[config.mk]
export PLATFORM = sky130hd
export DESIGN_NAME = monster_director_flat
export DESIGN_NICKNAME = d
export VERILOG_FILES = /design/src/rtl/monster_pkg.sv /design/src/rtl/monster_director_if.sv /design/src/rtl/box_overlap.sv /design/src/rtl/monster_director.sv /design/src/flat_wrapper.sv
export SDC_FILE = /design/constraint.sdc
export NUM_CORES = 1
export LEC_CHECK = 0
export BUFFER_PORTS_ARGS = -buffer_cell sky130_fd_sc_hd__buf_4
export CAP_MARGIN = 20
export CORE_AREA = 2 2 123 125
export CTS_CLUSTER_SIZE = 28
export DETAILED_ROUTE_END_ITERATION = 6
export DIE_AREA = 0 0 125 127
export PLACE_DENSITY_LB_ADDON = 0.3
export REMOVE_ABC_BUFFERS = 1
export SLEW_MARGIN = 30
export SYNTH_ARGS = -nofsm -noshare
export SYNTH_HDL_FRONTEND = slang
export SYNTH_SLANG_ARGS = --single-unit
[constraint.sdc]
create_clock -name Clk -period 5.25 [get_ports Clk]
set_input_delay 0.525 -clock Clk [delete_from_list [all_inputs] [get_ports Clk]]
set_output_delay 0.525 -clock Clk [all_outputs]
set_load 0.005 [all_outputs]
[src/rtl/monster_pkg.sv]
// Shared types, widths and default tuning constants for the monster director.
package monster_pkg;

    localparam int unsigned COORD_W = 10;
    localparam int unsigned DIFF_W  = 11;
    localparam int unsigned ACC_W   = 16;
    localparam int unsigned TMO_W   = 8;
    localparam int unsigned RAND_W  = 20;
    localparam int unsigned KILL_W  = 8;

    localparam logic [ACC_W-1:0] COOLDOWN_MIN_DEFAULT  = 16'd400;
    localparam logic [TMO_W-1:0] SPAWN_TIMEOUT_DEFAULT = 8'd16;

    typedef enum logic [1:0] {
        COOLDOWN,
        SPAWN,
        ALIVE,
        KILLED
    } director_state_t;

    // Accumulate a frame's scroll distance, clamping at all-ones instead of wrapping.
    function automatic logic [ACC_W-1:0] sat_add(input logic [ACC_W-1:0] a,
                                                 input logic [COORD_W-1:0] b);
        logic [ACC_W:0] sum;
        sum = {1'b0, a} + (ACC_W+1)'(b);
        return sum[ACC_W] ? {ACC_W{1'b1}} : sum[ACC_W-1:0];
    endfunction

endpackage

[src/rtl/monster_director_if.sv]
// Spawn/kill handshake and monster status between the director and the monster block.
interface monster_director_if;
    import monster_pkg::*;

    logic               gene;
    logic               hit;
    logic               beat_mons;
    logic               monster_active;
    logic [COORD_W-1:0] monster_x;
    logic [COORD_W-1:0] monster_y;
    logic [COORD_W-1:0] monster_size_x;
    logic [COORD_W-1:0] monster_size_y;

    modport master (
        output gene, hit, beat_mons,
        input  monster_active, monster_x, monster_y, monster_size_x, monster_size_y
    );

    modport slave (
        input  gene, hit, beat_mons,
        output monster_active, monster_x, monster_y, monster_size_x, monster_size_y
    );

endinterface

[src/rtl/box_overlap.sv]
// Combinational check that two centres lie within given half-extent limits on both axes.
module box_overlap
    import monster_pkg::*;
(
    input  logic [COORD_W-1:0] i_ax,
    input  logic [COORD_W-1:0] i_ay,
    input  logic [COORD_W-1:0] i_bx,
    input  logic [COORD_W-1:0] i_by,
    input  logic [DIFF_W-1:0]  i_lim_x,
    input  logic [DIFF_W-1:0]  i_lim_y,
    output logic               o_overlap_c
);

    logic [DIFF_W-1:0] w_dx;
    logic [DIFF_W-1:0] w_dy;
    logic [DIFF_W-1:0] w_adx;
    logic [DIFF_W-1:0] w_ady;

    // One extra bit keeps the signed difference of two 10-bit coordinates exact.
    assign w_dx  = DIFF_W'(i_ax) - DIFF_W'(i_bx);
    assign w_dy  = DIFF_W'(i_ay) - DIFF_W'(i_by);
    assign w_adx = w_dx[DIFF_W-1] ? DIFF_W'(-w_dx) : w_dx;
    assign w_ady = w_dy[DIFF_W-1] ? DIFF_W'(-w_dy) : w_dy;

    assign o_overlap_c = (w_adx <= i_lim_x) && (w_ady <= i_lim_y);

endmodule

[src/rtl/monster_director.sv]
// Decides when to spawn a monster and resolves bullet/doodle collisions while it lives.
module monster_director
    import monster_pkg::*;
#(
    parameter logic [ACC_W-1:0] COOLDOWN_MIN  = COOLDOWN_MIN_DEFAULT,
    parameter logic [TMO_W-1:0] SPAWN_TIMEOUT = SPAWN_TIMEOUT_DEFAULT
)(
    input  logic               Clk,
    input  logic               Reset,
    input  logic               frame_clk,
    input  logic [COORD_W-1:0] distance,
    input  logic [RAND_W-1:0]  random_num,
    monster_director_if.master mon,
    input  logic [COORD_W-1:0] doodle_x,
    input  logic [COORD_W-1:0] doodle_y,
    input  logic [COORD_W-1:0] doodle_size,
    input  logic               doodle_falling,
    input  logic               bullet_active,
    input  logic [COORD_W-1:0] bullet_x,
    input  logic [COORD_W-1:0] bullet_y,
    output logic               doodle_dead,
    output logic [KILL_W-1:0]  kill_count
);

    director_state_t   r_state;
    director_state_t   w_next;
    logic              r_frame_d;
    logic              r_fe;
    logic [ACC_W-1:0]  r_acc;
    logic [ACC_W-1:0]  r_thr;
    logic              r_seed;
    logic [TMO_W-1:0]  r_cnt;
    logic [TMO_W-1:0]  w_cnt_inc;
    logic              r_gene;
    logic              r_hit;
    logic              r_beat;
    logic              r_dead;
    logic [KILL_W-1:0] r_kills;

    logic              w_bullet_box;
    logic              w_body_box;
    logic              w_stomp;
    logic              w_alive;
    logic              w_hit_c;
    logic              w_beat_c;
    logic              w_dead_c;
    logic              w_enter_cd;
    logic              w_unused_rnd;

    assign w_unused_rnd = ^random_num[RAND_W-1:8];

    // Bullet is a point, so its limits are the monster half-extents alone.
    box_overlap u_bullet_box (
        .i_ax        (bullet_x),
        .i_ay        (bullet_y),
        .i_bx        (mon.monster_x),
        .i_by        (mon.monster_y),
        .i_lim_x     (DIFF_W'(mon.monster_size_x)),
        .i_lim_y     (DIFF_W'(mon.monster_size_y)),
        .o_overlap_c (w_bullet_box)
    );

    box_overlap u_body_box (
        .i_ax        (doodle_x),
        .i_ay        (doodle_y),
        .i_bx        (mon.monster_x),
        .i_by        (mon.monster_y),
        .i_lim_x     (DIFF_W'(mon.monster_size_x) + DIFF_W'(doodle_size)),
        .i_lim_y     (DIFF_W'(mon.monster_size_y) + DIFF_W'(doodle_size)),
        .o_overlap_c (w_body_box)
    );

    // Stomp beats bullet, bullet beats side contact; nothing is evaluated outside ALIVE.
    assign w_alive    = (r_state == ALIVE);
    assign w_stomp    = w_body_box && doodle_falling && (doodle_y < mon.monster_y);
    assign w_beat_c   = w_alive && w_stomp;
    assign w_hit_c    = w_alive && !w_stomp && bullet_active && w_bullet_box;
    assign w_dead_c   = w_alive && !w_stomp && !(bullet_active && w_bullet_box) && w_body_box;
    assign w_cnt_inc  = r_cnt + TMO_W'(1);
    assign w_enter_cd = (w_next == COOLDOWN) && (r_state != COOLDOWN);

    // State register.
    always_ff @(posedge Clk) begin
        if (Reset) r_state <= COOLDOWN;
        else       r_state <= w_next;
    end

    // Next-state selection for the spawn/kill lifecycle.
    always_comb begin
        w_next = r_state;
        case (r_state)
            COOLDOWN: if (r_acc >= r_thr) w_next = SPAWN;
            SPAWN: begin
                if (mon.monster_active)              w_next = ALIVE;
                else if (w_cnt_inc == SPAWN_TIMEOUT) w_next = COOLDOWN;
            end
            ALIVE: begin
                if (w_hit_c || w_beat_c)     w_next = KILLED;
                else if (!mon.monster_active) w_next = COOLDOWN;
            end
            KILLED: if (!mon.monster_active) w_next = COOLDOWN;
            default: w_next = COOLDOWN;
        endcase
    end

    // Frame-edge detect, scroll accumulator, spawn threshold and spawn timeout counter.
    // r_seed makes the first cooldown after Reset draw its random threshold like any later one.
    always_ff @(posedge Clk) begin
        if (Reset) begin
            r_frame_d <= 1'b0;
            r_fe      <= 1'b0;
            r_acc     <= '0;
            r_thr     <= COOLDOWN_MIN;
            r_seed    <= 1'b1;
            r_cnt     <= '0;
        end else begin
            r_frame_d <= frame_clk;
            r_fe      <= frame_clk & ~r_frame_d;
            r_cnt     <= (r_state == SPAWN) ? w_cnt_inc : '0;
            if (w_enter_cd) begin
                r_acc  <= '0;
                r_thr  <= COOLDOWN_MIN + ACC_W'(random_num[7:0]);
                r_seed <= 1'b0;
            end else if (r_state == COOLDOWN) begin
                if (r_seed) begin
                    r_thr  <= COOLDOWN_MIN + ACC_W'(random_num[7:0]);
                    r_seed <= 1'b0;
                end
                if (r_fe) r_acc <= sat_add(r_acc, distance);
            end
        end
    end

    // Registered spawn request, kill pulses, sticky death flag and kill counter.
    always_ff @(posedge Clk) begin
        if (Reset) begin
            r_gene  <= 1'b0;
            r_hit   <= 1'b0;
            r_beat  <= 1'b0;
            r_dead  <= 1'b0;
            r_kills <= '0;
        end else begin
            r_gene <= (r_state == SPAWN);
            r_hit  <= w_hit_c;
            r_beat <= w_beat_c;
            if (w_dead_c)             r_dead  <= 1'b1;
            if (w_hit_c || w_beat_c)  r_kills <= r_kills + KILL_W'(1);
        end
    end

    assign mon.gene      = r_gene;
    assign mon.hit       = r_hit;
    assign mon.beat_mons = r_beat;
    assign doodle_dead   = r_dead;
    assign kill_count    = r_kills;

endmodule

[src/flat_wrapper.sv]
// flat-port wrapper written by rule: the top's interface ports become plain ports
module monster_director_flat import monster_pkg::*;
#(
    parameter logic [ACC_W-1:0] COOLDOWN_MIN  = COOLDOWN_MIN_DEFAULT,
    parameter logic [TMO_W-1:0] SPAWN_TIMEOUT = SPAWN_TIMEOUT_DEFAULT
)
  (Clk, Reset, frame_clk, distance, random_num, doodle_x, doodle_y, doodle_size, doodle_falling, bullet_active, bullet_x, bullet_y, doodle_dead, kill_count, mon_gene, mon_hit, mon_beat_mons, mon_monster_active, mon_monster_x, mon_monster_y, mon_monster_size_x, mon_monster_size_y);
  monster_director_if mon_i ();
  input  logic Clk;
  input  logic Reset;
  input  logic frame_clk;
  input  logic [COORD_W-1:0] distance;
  input  logic [RAND_W-1:0] random_num;
  input  logic [COORD_W-1:0] doodle_x;
  input  logic [COORD_W-1:0] doodle_y;
  input  logic [COORD_W-1:0] doodle_size;
  input  logic doodle_falling;
  input  logic bullet_active;
  input  logic [COORD_W-1:0] bullet_x;
  input  logic [COORD_W-1:0] bullet_y;
  output logic doodle_dead;
  output logic [KILL_W-1:0] kill_count;
  output wire logic [$bits(mon_i.gene)-1:0] mon_gene;
  output wire logic [$bits(mon_i.hit)-1:0] mon_hit;
  output wire logic [$bits(mon_i.beat_mons)-1:0] mon_beat_mons;
  input wire logic [$bits(mon_i.monster_active)-1:0] mon_monster_active;
  input wire logic [$bits(mon_i.monster_x)-1:0] mon_monster_x;
  input wire logic [$bits(mon_i.monster_y)-1:0] mon_monster_y;
  input wire logic [$bits(mon_i.monster_size_x)-1:0] mon_monster_size_x;
  input wire logic [$bits(mon_i.monster_size_y)-1:0] mon_monster_size_y;
  assign mon_gene = mon_i.gene;
  assign mon_hit = mon_i.hit;
  assign mon_beat_mons = mon_i.beat_mons;
  assign mon_i.monster_active = mon_monster_active;
  assign mon_i.monster_x = mon_monster_x;
  assign mon_i.monster_y = mon_monster_y;
  assign mon_i.monster_size_x = mon_monster_size_x;
  assign mon_i.monster_size_y = mon_monster_size_y;
  monster_director #(.COOLDOWN_MIN(COOLDOWN_MIN), .SPAWN_TIMEOUT(SPAWN_TIMEOUT)) u_core (.Clk(Clk), .Reset(Reset), .frame_clk(frame_clk), .distance(distance), .random_num(random_num), .mon(mon_i), .doodle_x(doodle_x), .doodle_y(doodle_y), .doodle_size(doodle_size), .doodle_falling(doodle_falling), .bullet_active(bullet_active), .bullet_x(bullet_x), .bullet_y(bullet_y), .doodle_dead(doodle_dead), .kill_count(kill_count));
endmodule
---- Word-level counts from Yosys, hierarchy flattened ----
Cells that the tools add are included.
word-level totals
  logic and storage cells ................. 79
  output and inout port bits .............. 12
  flip-flop bits (word level) ............. 57
operators by class
  add/subtract/negate cells ............... 14
  bitwise gates (word level) .............. 3
  reduce and logical (&&, ||, !) cells .... 24
  muxes and demuxes ....................... 16
  equality and inequality tests ........... 4
  magnitude comparators ................... 6
operators by type and width
  cell                  number
  $mux 16               4
  $mux 11               4
  $neg 11->11           4
  $sub 10x10->11        4
  $add 10x10->11        2
  $le 11x10->1          2
  $le 11x11->1          2
  $add 16x10->17        1
  $add 8x1->8 const B   2
  $ge 16x16->1          1
  $logic_and 1x1->1     12
  $add 9x8->10 const A  1
  $lt 10x10->1          1
  $mux 2                5
  $eq 8x5->1 const B    1
  $pmux 2 s4            1
  $reduce_bool 2->1     3
  $eq 2x2->1 const B    2
  $logic_not 2->1       2
  $reduce_and 2->1      2
  $reduce_or 2->1       2
  $eq 2x1->1 const B    1
  $logic_not 1->1       2
  $mux 1                2
  other kinds (3)       4

---- Logic depth before layout (Yosys ltp) ----
  word-level depth ........................ 18
  gate-level depth with buffers ........... 25
  depth with buffers taken out ............ 23

---- Modules after synthesis ----
From an unflattened synthesis, not the netlist that was laid out.
unflattened totals
  cell total of the unflattened synthesis .. 1024
  area total of the unflattened synthesis .. 7908.8 um^2
by module, submodules not included
  module                              instances  area each (um^2)  sequential area each (um^2)  cells each
  monster_director                    1          4076.4            1021.0                       478
  box_overlap at u_core.u_bullet_box  1          1935.6            0.0                          276
  box_overlap at u_core.u_body_box    1          1896.8            0.0                          270

---- Worst setup path before layout ----
OpenSTA, ideal clock, no wires.
  path type ............................... input -> register
  start point ............................. input doodle_y[0]
  end point ............................... register u_core.r_thr[6]
  arrival ................................. 5.360 ns
  data required time ...................... 5.129 ns
  slack ................................... -0.231 ns
  setup time .............................. 0.121 ns
  stages .................................. 25
  path through ............................ inv_1 ha_1 inv_1 fa_1 a21o_1 a21oi_1 o21bai_1 a2111oi_0 nor2_1 a21o_1 a21o_1 clkbuf_1 a21oi_1 xor2_1 ha_1 a211oi_1 o21ai_1 a21o_1 a211oi_1 o22ai_1 a2111oi_4 o21ai_4 a32oi_1 buf_6 mux2_4
between the ends
  longest elaborated chain between the ends .. 18
ends and longest elaborated chain
  what                                RTL line                 text
  start: declaration                  flat_wrapper.sv:15       input logic [COORD_W-1:0] doodle_y;
  $sub 10x10->11                      box_overlap.sv:21        assign w_dy = DIFF_W'(i_ay) - DIFF_W'(i_by);
  $neg 11->11                         box_overlap.sv:23        assign w_ady = w_dy[DIFF_W-1] ? DIFF_W'(-w_dy) : w_dy;
  $mux 11                             box_overlap.sv:23
  $le 11x11->1                        box_overlap.sv:25        assign o_overlap_c = (w_adx <= i_lim_x) && (w_ady <= i_lim_y);
  $logic_and 1x1->1                   box_overlap.sv:25
  $logic_and 1x1->1                   monster_director.sv:75   assign w_stomp = w_body_box && doodle_falling && (doodle_y < mon.monster_y);
  $logic_and 1x1->1 *                 monster_director.sv:75
  $logic_not 1->1                     monster_director.sv:77   assign w_hit_c = w_alive && !w_stomp && bullet_active && w_bullet_box;
  $logic_and 1x1->1 (3 in series)     monster_director.sv:77
  $logic_or 1x1->1 *                  monster_director.sv:98   if (w_hit_c || w_beat_c) w_next = KILLED;
  $mux 2 *                            monster_director.sv:98
  $pmux 2 s4 *                        monster_director.sv:91   case (r_state)
  $logic_not 2->1 *                   monster_director.sv:80   assign w_enter_cd = (w_next == COOLDOWN) && (r_state != COOLDOWN);
  $logic_and 1x1->1 *                 monster_director.sv:80
  $reduce_bool 2->1 (no source line)  --
  $reduce_and 2->1 (no source line)   --
  end signal: assignment              monster_director.sv:122  r_thr <= COOLDOWN_MIN + ACC_W'(random_num[7:0]);
  end signal: assignment              monster_director.sv:126  r_thr <= COOLDOWN_MIN + ACC_W'(random_num[7:0]);
  end: declaration                    monster_director.sv:30   logic [ACC_W-1:0] r_thr;
Mark *: on every way between the ends. The rest lies on a longest branch, timed or not.
A chain may end at the register's enable or synchronous reset.

---- Final worst setup path ----
  start point ............................. input doodle_y[0]
  end point ............................... register u_core.r_kills[6] (netlist: u_core.kill_count[6])
between the ends
  longest elaborated chain between the ends .. 12
ends and longest elaborated chain
  what                             RTL line                 text
  $sub 10x10->11                   box_overlap.sv:21
  $neg 11->11                      box_overlap.sv:23
  $mux 11                          box_overlap.sv:23
  $le 11x11->1                     box_overlap.sv:25
  $logic_and 1x1->1                box_overlap.sv:25
  $logic_and 1x1->1                monster_director.sv:75
  $logic_and 1x1->1 *              monster_director.sv:75
  $logic_not 1->1                  monster_director.sv:77
  $logic_and 1x1->1 (3 in series)  monster_director.sv:77
  $logic_or 1x1->1 *               monster_director.sv:147  if (w_hit_c || w_beat_c) r_kills <= r_kills + KILL_W'(1);
  end signal: assignment           monster_director.sv:147
  end: declaration                 monster_director.sv:38   logic [KILL_W-1:0] r_kills;
Marked as above.

==> results by group <==
Finish
  – Layout area overhead: 24.3%
  – Filler cell count: approximately 1.3k
  – Seq. cell area: approximately 1000 um2
  – Most common cell after layout, fill and taps aside: buf_4
  – Fin util: 61.5%
  – Multi-input gate area: 5810 um2
  – Finished Cell Area: just under 9000 um2
  – ANT cells: 0
  – Layout Nets: 1,339
  – Post-Layout Cell Count: roughly 1.3k
  – Most frequent cells in the layout: buf_4 (175), ha_1 (129), inv_1 (89), nor2_1 (76), a21oi_1 (63)
  – Fraction of layout cells with a size suffix above 1: 21.2%

Worst setup path
  – FF-to-FF Start: u_core.r_acc[0]
  – CP startpoint: doodle_y[0]
  – Buf+Inv Stages, Crit Path: 5
  – Critical Path RT: 5480 ps
  – FF-to-FF path depth: 12
  – Worst Setup EP: u_core.kill_count[6]
  – CP endpoint kind: flop
  – CP startpoint kind: primary input
  – CP Max Fanout: 5
  – Crit Path Category: primary input to flop
  – Critical Path Stages: 26
  – R2R setup slack: 2160 ps
  – Slowest cell delay on critical path: ~380 ps
  – Family with the most delay on the worst path: compound AO/OA/AOI/OAI gates
  – CP max stage cell: a2111oi_1
  – CP Data Arrival Time: 5250 ps
  – Crit path top cell by count: a21o_1
  – Worst flop-to-flop path endpoint: u_core.r_acc[4]

Clocking
  – Clk buf depth: 2
  – Clk_lat worst skew: 290 ps
  – CTS tree: done
  – H-Tree Depth: 2
  – Clk sink count: 51
  – CTS root buffer: clkbuf_16
  – Clock-pin slew on the worst setup and hold paths: 70 ps
  – CTS buffer count: 5

Floorplanning
  – Core footprint: 14,400 um2
  – Die span in y: 127 um
  – Site Rows: 44
  – Total die area: approximately 16,000 um2
  – Ports: 138
  – Horiz. Die Dim: 125 um
  – Initial core utilization: 49.5%

STA
  – Final setup fails: 0
  – Worst-margin pin slew: 716 ps
  – Pins Over Slew Limit: 0
  – Fin. Hold Viols: 0
  – Total Neg Setup Slack: 0 ps
  – Max Freq: between 0.15 and 0.2 GHz
  – Worst slew margin: 52.2%
  – Fin crit period: 5020 ps
  – Fin crit share: 95.7%
  – Clock Skew: 5.25 ps

Place
  – DP Wirelength: ~15,000 um
  – Port Buf Inserts: between 100 and 150
  – Placed instance count: 1,252
  – GPL Wtd Cong: 0.902
  – Placement-stage cell area: 8600 um2

Routing
  – Antenna-violating nets left: 0
  – Drt pass-1 iters: 5
  – Post-DR wirelength/cell: 13.9 um
  – Vias: 6,829
  – Total Routed Length: 17,600 um
  – DRC viols: 0
  – Drt first-iter violations: ~260
  – Drt via density: 5.41

Logic synthesis
  – Avg Inst Size Synth: 7.84 um2
  – Top_reg_cell synth: dfxtp_1
  – Netlist cell types: 73
  – Ys Warns: 0
  – Asr flop ratio synth: 0%
  – Mapped Cells: 910
  – Post-synthesis sequential area ratio: 14.3%
  – Post-synth EDFFs: 0
  – Number of synthesized register bits: 51
  – Synthesized cell area: 7140 um2

Job
  – Max_cap viols: 0

Global routing
  – Remaining Overflow, GRT: 0
  – First-pass GRT wire length: 29,200 um
  – Gr usage total: around 22%
  – Initial antenna violation count: 0
  – Vias in the first global route: around 6.5k
  – Largest net degree at the start of global routing: 40

Outcome
  – Status: finished clean

Pwr
  – Maximum vdd drop: 0.000185 V
  – Total power per unit cell area: 234 nW/um2
  – Leakage power total: 4.27 nW

Min path
  – HP Start: u_core.r_frame_d
  – Min-Delay Path Class: flop to flop
## sequential cells by signal, summed over array words and instances, names as in the netlist
signal / cells
u_core.r_thr: 10
u_core.r_fe: 1
u_core.mon.gene: 1
u_core.mon.hit: 1
u_core.r_state: 2
u_core.r_acc: 16
u_core.mon.beat_mons: 1
u_core.kill_count: 8
u_core.r_cnt: 8
u_core.r_seed: 1
u_core.doodle_dead: 1
u_core.r_frame_d: 1
## cells in the mapped netlist (7+ instances only)
cell type	instances	area share [%]
nand3_1	24	1.7
xor2_1	30	3.7
or3_1	15	1.3
o21a_1	13	1.4
nand4_1	8	0.70
nand2_1	51	2.7
nor3_1	17	1.2
a21o_1	20	2.1
xnor2_1	56	6.9
mux2i_1	12	1.7
clkbuf_1	10	0.53
o21ai_1	7	0.49
ha_1	129	23
nand2b_1	19	1.7
a211oi_1	11	1.2
o21bai_1	11	1.2
nor2_1	77	4.1
fa_1	7	2.0
dfxtp_1	51	14
inv_1	89	4.7
o211ai_1	9	0.95
nor2b_1	19	1.7
a21oi_1	70	4.9
o21ai_0	44	3.1
o22ai_1	10	0.88
## through the flow
step	total power, mW	hold WS (ps)	worst slack [ps]
3_3_place_gp	1.66	372	-260
6_report	2.08	386	226
2_1_floorplan	1.31	367	-685
5_1_grt	2.27	398	-31.8
3_5_place_dp	1.69	383	-396
4_1_cts	2.05	389	33.6
## per-layer routing
| metal | share of wire (%) | track usage [%] | vias to the layer above |
|---|---|---|---|
| met5 | 0 | 0 | - |
| met4 | 1.5 | 4.71 | 0 |
| met3 | 3.8 | 2.47 | 20 |
| met2 | 47 | 38.5 | 124 |
| met1 | 47 | 28.4 | 3095 |
| li1 | - | - | 3590 |
## worst min path at each step
stage	to	slack, ps	depth (start not counted)
after floorplan	u_core.r_fe	370	1
after global placement	u_core.r_fe	370	1
after detailed placement	u_core.r_fe	380	1
after CTS	u_core.r_fe	390	1
after global routing	u_core.r_fe	400	1
final	u_core.r_fe	390	1
## worst register-to-register path: cells and delay by family, from the launching register on
| kind | cells | cell delay, ps |
|---|---|---|
| buffers and inverters | 1 | 50 |
| adder cells (fa/ha/maj) | 2 | 560 |
| flip-flops | 1 | 350 |
| AO/OA/AOI/OAI | 6 | 1660 |
| AND/OR/NAND/NOR | 3 | 410 |
## final cells by class
cell class,count,area share [%]
timing repair buffer,176,14.9
inverter,89,3.77
clock inverter,2,0.183
sequential,51,11.5
multi-input combinational,754,65.4
tap,184,2.60
clock buffer,6,1.57
## kinds of logic after synthesis
kind of cell	Yosys count	synth area share, %
compound gates	242	22.5
buf+inv	105	5.80
flops	51	14.3
fa+ha+maj	136	24.6
xor+xnor	87	10.8
simple gates	271	19.3
mux	18	2.74
## where the power goes
group / leakage (nW) / switching, mW / total (mW) / internal [mW]
sequential: 0.415 / 0.0235 / 0.442 / 0.419
combinational: 3.78 / 0.670 / 1.31 / 0.638
clock: 0.0731 / 0.140 / 0.330 / 0.190
total: 4.27 / 0.833 / 2.08 / 1.25
## repair_timing
item,CTS,global route
hold buffers,0,0
setup buffers,1,1
resized for setup,5,21
endpoints found under the setup margin,17,34
pin swaps,2,15
Note: power is estimated with default switching activity, not from simulation.
